`src/rtl/mips_defs.sv`:
```
// Shared definitions for the memory-port arbiter: FSM encoding, timeout default
// and the round-robin pick rule.
package mips_defs;

  typedef enum logic [1:0] {
    IDLE = 2'b00,
    BUSY = 2'b01,
    DONE = 2'b10
  } arb_state_t;

  localparam int TIMEOUT_DEFAULT = 16;

  // Returns the port to grant: a lone requester wins, a tie goes to the port
  // that did not own the memory last.
  function automatic logic pick_port(input logic r0, input logic r1, input logic last);
    return (r0 && r1) ? ~last : r1;
  endfunction

endpackage

```
`src/rtl/mem_port_arbiter_mux.sv`:
```
// Two-input word multiplexer shared across the datapath; s=1 selects b.
module _32bit_mux_2x1 #(
  parameter int WIDTH = 32
) (
  input  logic [WIDTH-1:0] a,
  input  logic [WIDTH-1:0] b,
  input  logic             s,
  output logic [WIDTH-1:0] y
);

  assign y = s ? b : a;

endmodule

```
`src/rtl/mem_port_arbiter.sv`:
```
// Round-robin arbiter sharing one memory port between instruction fetch (0)
// and data access (1), with a per-transaction ack timeout.
module mem_port_arbiter
  import mips_defs::*;
#(
  parameter int WIDTH   = 32,
  parameter int TIMEOUT = TIMEOUT_DEFAULT
) (
  input  logic             clk,
  input  logic             rst,
  input  logic             req0,
  input  logic             req1,
  input  logic [WIDTH-1:0] addr0,
  input  logic [WIDTH-1:0] addr1,
  input  logic [WIDTH-1:0] wdata0,
  input  logic [WIDTH-1:0] wdata1,
  input  logic             we0,
  input  logic             we1,
  output logic             gnt0,
  output logic             gnt1,
  output logic             done0,
  output logic             done1,
  output logic             err,
  output logic [WIDTH-1:0] rdata,
  output logic             mem_req,
  output logic             mem_we,
  output logic [WIDTH-1:0] mem_addr,
  output logic [WIDTH-1:0] mem_wdata,
  input  logic             mem_ack,
  input  logic [WIDTH-1:0] mem_rdata
);

  localparam logic [7:0] CNT_LAST = 8'(TIMEOUT - 1);

  arb_state_t       state;
  logic             last_gnt;
  logic             sel;
  logic [7:0]       busy_cnt;
  logic             grant_sel;
  logic [WIDTH-1:0] mux_addr;
  logic [WIDTH-1:0] mux_wdata;

  assign grant_sel = pick_port(req0, req1, last_gnt);

  _32bit_mux_2x1 #(.WIDTH(WIDTH)) u_addr_mux (
    .a(addr0),
    .b(addr1),
    .s(grant_sel),
    .y(mux_addr)
  );

  _32bit_mux_2x1 #(.WIDTH(WIDTH)) u_wdata_mux (
    .a(wdata0),
    .b(wdata1),
    .s(grant_sel),
    .y(mux_wdata)
  );

  // NOTE: every register here is assigned with <= so all state and outputs
  // update together on the edge, regardless of statement order.
  always_ff @(posedge clk or posedge rst) begin
    if (rst) begin
      state     <= IDLE;
      last_gnt  <= 1'b1;
      sel       <= 1'b0;
      busy_cnt  <= '0;
      gnt0      <= 1'b0;
      gnt1      <= 1'b0;
      done0     <= 1'b0;
      done1     <= 1'b0;
      err       <= 1'b0;
      rdata     <= '0;
      mem_req   <= 1'b0;
      mem_we    <= 1'b0;
      mem_addr  <= '0;
      mem_wdata <= '0;
    end else begin
      case (state)
        IDLE: begin
          if (req0 || req1) begin
            sel       <= grant_sel;
            gnt0      <= ~grant_sel;
            gnt1      <= grant_sel;
            mem_req   <= 1'b1;
            mem_we    <= grant_sel ? we1 : we0;
            mem_addr  <= mux_addr;
            mem_wdata <= mux_wdata;
            busy_cnt  <= '0;
            state     <= BUSY;
          end
        end
        BUSY: begin
          // An ack on the final allowed cycle still completes cleanly.
          if (mem_ack || busy_cnt == CNT_LAST) begin
            mem_req  <= 1'b0;
            last_gnt <= sel;
            done0    <= ~sel;
            done1    <= sel;
            err      <= ~mem_ack;
            rdata    <= mem_ack ? mem_rdata : '0;
            state    <= DONE;
          end else begin
            busy_cnt <= busy_cnt + 8'd1;
          end
        end
        DONE: begin
          done0 <= 1'b0;
          done1 <= 1'b0;
          gnt0  <= 1'b0;
          gnt1  <= 1'b0;
          err   <= 1'b0;
          state <= IDLE;
        end
        default: state <= IDLE;
      endcase
    end
  end

endmodule

```
`config.mk`:
```
export PLATFORM = sky130hd
export DESIGN_NAME = mem_port_arbiter
export DESIGN_NICKNAME = d
export VERILOG_FILES = /design/src/rtl/mips_defs.sv /design/src/rtl/mem_port_arbiter_mux.sv /design/src/rtl/mem_port_arbiter.sv
export SDC_FILE = /design/constraint.sdc
export NUM_CORES = 1
export LEC_CHECK = 0
export BUFFER_PORTS_ARGS = -buffer_cell sky130_fd_sc_hd__buf_2
export CAP_MARGIN = 20
export CORE_UTILIZATION = 48
export CTS_BUF_LIST = sky130_fd_sc_hd__clkbuf_8
export DETAILED_ROUTE_END_ITERATION = 6
export HOLD_SLACK_MARGIN = 0.12
export PLACE_DENSITY = 0.8
export SYNTH_ARGS = -nofsm -noshare
export SYNTH_HDL_FRONTEND = slang
export SYNTH_HIERARCHICAL = 1
export SYNTH_SLANG_ARGS = --single-unit
```
`constraint.sdc`:
```
create_clock -name clk -period 4.84 [get_ports clk]
set_clock_uncertainty 0.2 [all_clocks]
set_input_delay 0.726 -clock clk [delete_from_list [all_inputs] [get_ports clk]]
set_output_delay 0.726 -clock clk [all_outputs]
set_load 0.005 [all_outputs]
```
Word-level counts from Yosys, hierarchy flattened --
Index checks and enable logic that the tools add are counted. W data, S select, Z words.
Cells by class: bitwise logic cells 4, reduce and logical (&&, ||, !) cells 14, muxes and demuxes 24, add/sub/neg operators 1, equal/unequal tests 6
Operators by type and width (number):
- $mux W32 | 3
- $mux W8 | 2
- $pmux W8 S2 | 1
- $pmux W1 S2 | 6
- $reduce_and A2 Y1 | 5
- $mux W1 | 9
- $add A8 B1 Y8 const B | 1
- $eq A8 B4 Y1 const B | 1
- $ne A2 B2 Y1 const B | 3
- $reduce_and A3 Y1 | 2
- $reduce_bool A2 Y1 | 3
- $mux W2 | 2
- $not A1 Y1 | 4
- $pmux W2 S2 | 1
- $eq A2 B1 Y1 const B | 1
- $eq A2 B2 Y1 const B | 1
- $logic_not A2 Y1 | 1
- $logic_or A1 B1 Y1 | 2
- $logic_and A1 B1 Y1 | 1
Word-level totals: bits of input ports 167, register bits 115, word-level logic and storage cells 63

Logic depth before layout (Yosys ltp) --
word-level depth 5, mapped depth 7, depth with buffers taken out 6

Modules after synthesis --
Netlist, hierarchy kept.
By module, submodules not included:
- mem_port_arbiter | cells an instance 434, seq. area each 2879.0 um^2, times used 1, area an instance 4458.0 um^2
- _32bit_mux_2x1 | cells an instance 36, seq. area each 0.0 um^2, times used 2, area an instance 544.3 um^2

Least setup slack after synthesis --
Ideal clock, no wire load.
kind input to register, from input port req1, to register mem_addr[0], stages 6, library setup time 0.117 ns, slack 2.548 ns, data arrival time 1.975 ns, buffers on the path 2, cell sequence a21boi_0 -> buf_6 -> buf_12 -> mux2_4 -> nand2_1 -> nand2_1
Between the ends: word-level cells in the longest chain between the ends 3
RTL lines:
- from (decl) | RTL line mem_port_arbiter.sv:12 | input logic req1,
- $logic_and A1 B1 Y1 | RTL line mips_defs.sv:16 | return (r0 && r1) ? ~last : r1;
- $mux W1 (*) | RTL line mips_defs.sv:16
- $mux W32 (*) | RTL line mem_port_arbiter_mux.sv:11 | assign y = s ? b : a;
- via mux_addr[0] | RTL line mem_port_arbiter.sv:40 | logic [WIDTH-1:0] mux_addr;
- to (signal assigned) | RTL line mem_port_arbiter.sv:86 | mem_addr <= mux_addr;
- to (decl) | RTL line mem_port_arbiter.sv:27 | output logic [WIDTH-1:0] mem_addr,
Mark *: on every way through the listed nets, which the timed path passes. The rest lies on a longest branch. A chain may end at the register's enable or synchronous reset.

Worst setup path after layout --
from register state[0], to register busy_cnt[5]
Between the ends: word-level cells in the longest chain between the ends 3
RTL lines:
- from (decl) | RTL line mem_port_arbiter.sv:35 | arb_state_t state;
- from (signal assigned) | RTL line mem_port_arbiter.sv:63 | state <= IDLE;
- from (signal assigned) | RTL line mem_port_arbiter.sv:89 | state <= BUSY;
- from (signal assigned) | RTL line mem_port_arbiter.sv:101 | state <= DONE;
- $eq A2 B1 Y1 / $logic_not A2 Y1 (equally long branches) | RTL line mem_port_arbiter.sv:78 | case (state)
- $ne A2 B2 Y1 (no source line) / $reduce_bool A2 Y1 (equally long branches)
- $reduce_and A3 Y1 (no source line)
- to (signal assigned) | RTL line mem_port_arbiter.sv:103 | busy_cnt <= busy_cnt + 8'd1;
- to (decl) | RTL line mem_port_arbiter.sv:38 | logic [7:0] busy_cnt;
Several ways; a longest one is shown, not always the timed one.

==> impl_metrics.sql <==
INSERT INTO impl_metrics (metric_group, metric, value, unit) VALUES
('status', 'run_status', 'finished, final reports clean', ''),
('critical_path', 'setup.reg_to_reg.worst_slack', '2.25', 'ns'),
('floorplan', 'chip_height', '109', 'µm'),
('synthesis', 'synth_ff_type', 'dfrtp_1', ''),
('sta', 'setup_total_negative_slack', '0', 'ns'),
('power_and_ir_drop', 'cellLeakagePower', '0.00417', 'µW'),
('sta', 'tightestPinTransition', '1.04', 'ns'),
('drt', 'detailroute.via_count', '4617', ''),
('critical_path', 'r2r.worst_path.cells', '5', ''),
('clocking', 'postCtsResizedCells', '0', ''),
('clocking', 'post-cts-setup-buffer-count', '0', ''),
('finish', 'area_of_combinational_cells_with_multiple_inputs', '2400', 'µm²'),
('clocking', 'cts_buffer_depth', '2', ''),
('finish', 'ff_latch_area', '2880', 'µm²'),
('critical_path', 'arr_time_crit_path', '2.69', 'ns'),
('drt', 'drc_errors', '0', ''),
('placement', 'dp_worst_setup_slack', '2.13', 'ns'),
('run', 'cap_violations', '0', ''),
('finish', 'nets', '936', ''),
('sta', 'rsz_0062_raised_after_global_routing', 'false', ''),
('sta', 'finalHoldViolCount', '0', ''),
('worst_hold_path', 'timing.hold.worst.start', 'mem_addr[20]$_DFFE_PP0P_', ''),
('synthesis', 'synth_edf_count', '0', ''),
('synthesis', 'asyncSetResetFlopFracSynth', '100', '%'),
('critical_path', 'r2r_start', 'state[0]$_DFFE_PP0P_', ''),
('sta', 'post-route-min-period', '2.59', 'ns'),
('synthesis', 'synth_most_common_cell', 'nand2_1', ''),
('placement', 'place_inst', '889', ''),
('sta', 'finalSetupViolations', '0', ''),
('synthesis', 'netlist_top_cells_count', '204 x nand2_1, 114 x dfrtp_1, 60 x mux2_4, 33 x a22o_1, 11 x clkbuf_1', ''),
('clocking', 'clock_tree_from_tritoncts', 'yes', ''),
('placement', 'gp_routability_congestion', '0.762', ''),
('global_route', 'grt_first_pass_wirelength', '20100', 'µm'),
('finish', 'final_layout_size_suffix_gt1_share', '48.3', '%'),
('clocking', 'clock_transition_at_the_registers_of_the_reported_paths', '0.07', 'ns'),
('critical_path', 'data_required_time_at_the_worst_endpoint', '4.94', 'ns'),
('clocking', 'h-tree-depth', '4', ''),
('synthesis', 'synth-warning-count', '6', ''),
('synthesis', 'seq_area_frac_synth', '51.9', '%'),
('power_and_ir_drop', 'total_power_divided_by_cell_area', '580', 'nW/µm²'),
('synthesis', 'synth-seq-cells', '115', ''),
('synthesis', 'yosysTopAreaCell', 'dfrtp_1', ''),
('global_route', 'grt_pass1_vias', '4381', ''),
('clocking', 'clock_sink_count', '115', ''),
('power_and_ir_drop', 'worst_ir_drop_vdd', '0.276', 'mV'),
('clocking', 'clock_tree.root_cell', 'clkbuf_8', ''),
('sta', 'fmax', '386', 'MHz'),
('synthesis', 'synth_nets', '674', ''),
('drt', 'detail-route-antenna-nets', '0', ''),
('finish', 'flow.area_growth_from_synthesis', '31.7', '%'),
('critical_path', 'critPathKind', 'reg -> reg', ''),
('sta', 'postLayoutSetupSlackWorst', '2.25', 'ns'),
('global_route', 'antenna_violations_before_repair', '0', ''),
('drt', 'firstDrtPassIters', '5', ''),
('finish', 'num_antenna_cells', '0', ''),
('critical_path', 'cp-end-kind', 'register', ''),
('global_route', 'grt_usage', '22.1', '%'),
('global_route', 'grt_start_max_net_pins', '80', ''),
('clocking', 'clock_latency_on_the_worst_skew_pair', '0.41', 'ns'),
('critical_path', 'critical_path_peak_fanout', '36', ''),
('sta', 'whs', '0.274', 'ns'),
('worst_hold_path', 'hold_depth', '2', ''),
('global_route', 'grt_overflow_total', '0', ''),
('drt', 'wl_per_cell', '14.6', 'µm'),
('critical_path', 'startpoint_type', 'register', ''),
('floorplan', 'core_area', '11000', 'µm²'),
('sta', 'period_share', '53.5', '%'),
('clocking', 'tritoncts.num_buffers', '17', ''),
('finish', 'finish.cell_count_without_fillers', '921', ''),
('synthesis', 'synth_cell_types', '42', ''),
('placement', 'place.detailed.hpwl', '9950', 'µm');
==> worst max path at each step <==
stage,from,endpoint,slack [ns]
2_1_floorplan,rst,busy_cnt[0]$_DFFE_PP0P_,0.87
3_3_place_gp,req0,busy_cnt[5]$_DFFE_PP0P_,2.16
3_5_place_dp,req1,busy_cnt[5]$_DFFE_PP0P_,2.13
4_1_cts,state[0]$_DFFE_PP0P_,busy_cnt[5]$_DFFE_PP0P_,2.25
5_1_grt,state[0]$_DFFE_PP0P_,busy_cnt[5]$_DFFE_PP0P_,2.10
6_report,state[0]$_DFFE_PP0P_,busy_cnt[5]$_DFFE_PP0P_,2.25
==> cells in the final DEF (no fill, tap or decap), types with 3 or more instances in the layout <==
master,n
a21o_1,3
mux2i_1,4
mux2_2,4
a22o_1,33
dfrtp_1,114
clkinvlp_4,3
o21ai_0,7
bufinv_16,3
nand2_1,204
clkbuf_8,22
nand3_1,5
buf_2,269
mux2_4,60
buf_4,5
inv_1,9
==> metal layers <==
| layer | wire length [µm] | GRT usage, % | share of wire (%) | vias up |
|---|---|---|---|---|
| met5 | 0 | 0 | 0 | - |
| met4 | 221 | 9.52 | 1.6 | 0 |
| met3 | 1050 | 6.46 | 7.8 | 23 |
| met2 | 6900 | 39.3 | 51 | 208 |
| met1 | 5280 | 24.7 | 39 | 2177 |
| li1 | - | - | - | 2209 |
==> final cells by class <==
cell class	instances	share of cell area, %
clock inverter	10	1.78
sequential	115	39.4
tap	140	2.40
timing repair buffer	274	18.9
inverter	8	0.445
multi-input combinational	352	32.9
clock buffer	22	4.15
==> stage by stage <==
step | power [µW] | util (%) | area (µm²)
final | 4240 | 66.2 | 7300
after global routing | 4570 | 66.2 | 7300
after CTS | 4290 | 66.2 | 7300
after detailed placement | 3320 | 62.3 | 6870
after global placement | 3250 | 62.3 | 6870
after floorplan | 2650 | - | 5550
==> critical path, cell delays in order (launching register included) <==
cell and delay [ns]:
dfrtp_1 0.45, nor2_1 0.25, o21a_2 0.62, buf_4 0.46, nor2_1 0.14, a211o_1 0.32
==> flip-flops by register name, summed over array words and instances, names as in the netlist <==
name	flops
sel	1
last_gnt	1
busy_cnt	8
mem_addr	32
err	1
mem_wdata	32
mem_we	1
mem_req	1
done1	1
done0	1
state	2
gnt0	1
rdata	32
gnt1	1
==> where the power goes <==
part           internal (µW)  leakage, µW  switching [µW]  total [µW]
logic                    774      0.00253             843        1620
clock network            573     0.000219             370         943
registers               1410      0.00143             261        1680
total                   2760      0.00417            1470        4240
==> cells by family after synthesis <==
group	Yosys count	synth area share [%]
buffers and inverters	39	5.26
AND/OR/NAND/NOR	223	16.2
flip-flops	115	51.9
multiplexers	69	18.0
AO/OA/AOI/OAI	59	8.46
adder cells (fa/ha/maj)	1	0.226
(Power assumes the default switching activity.)
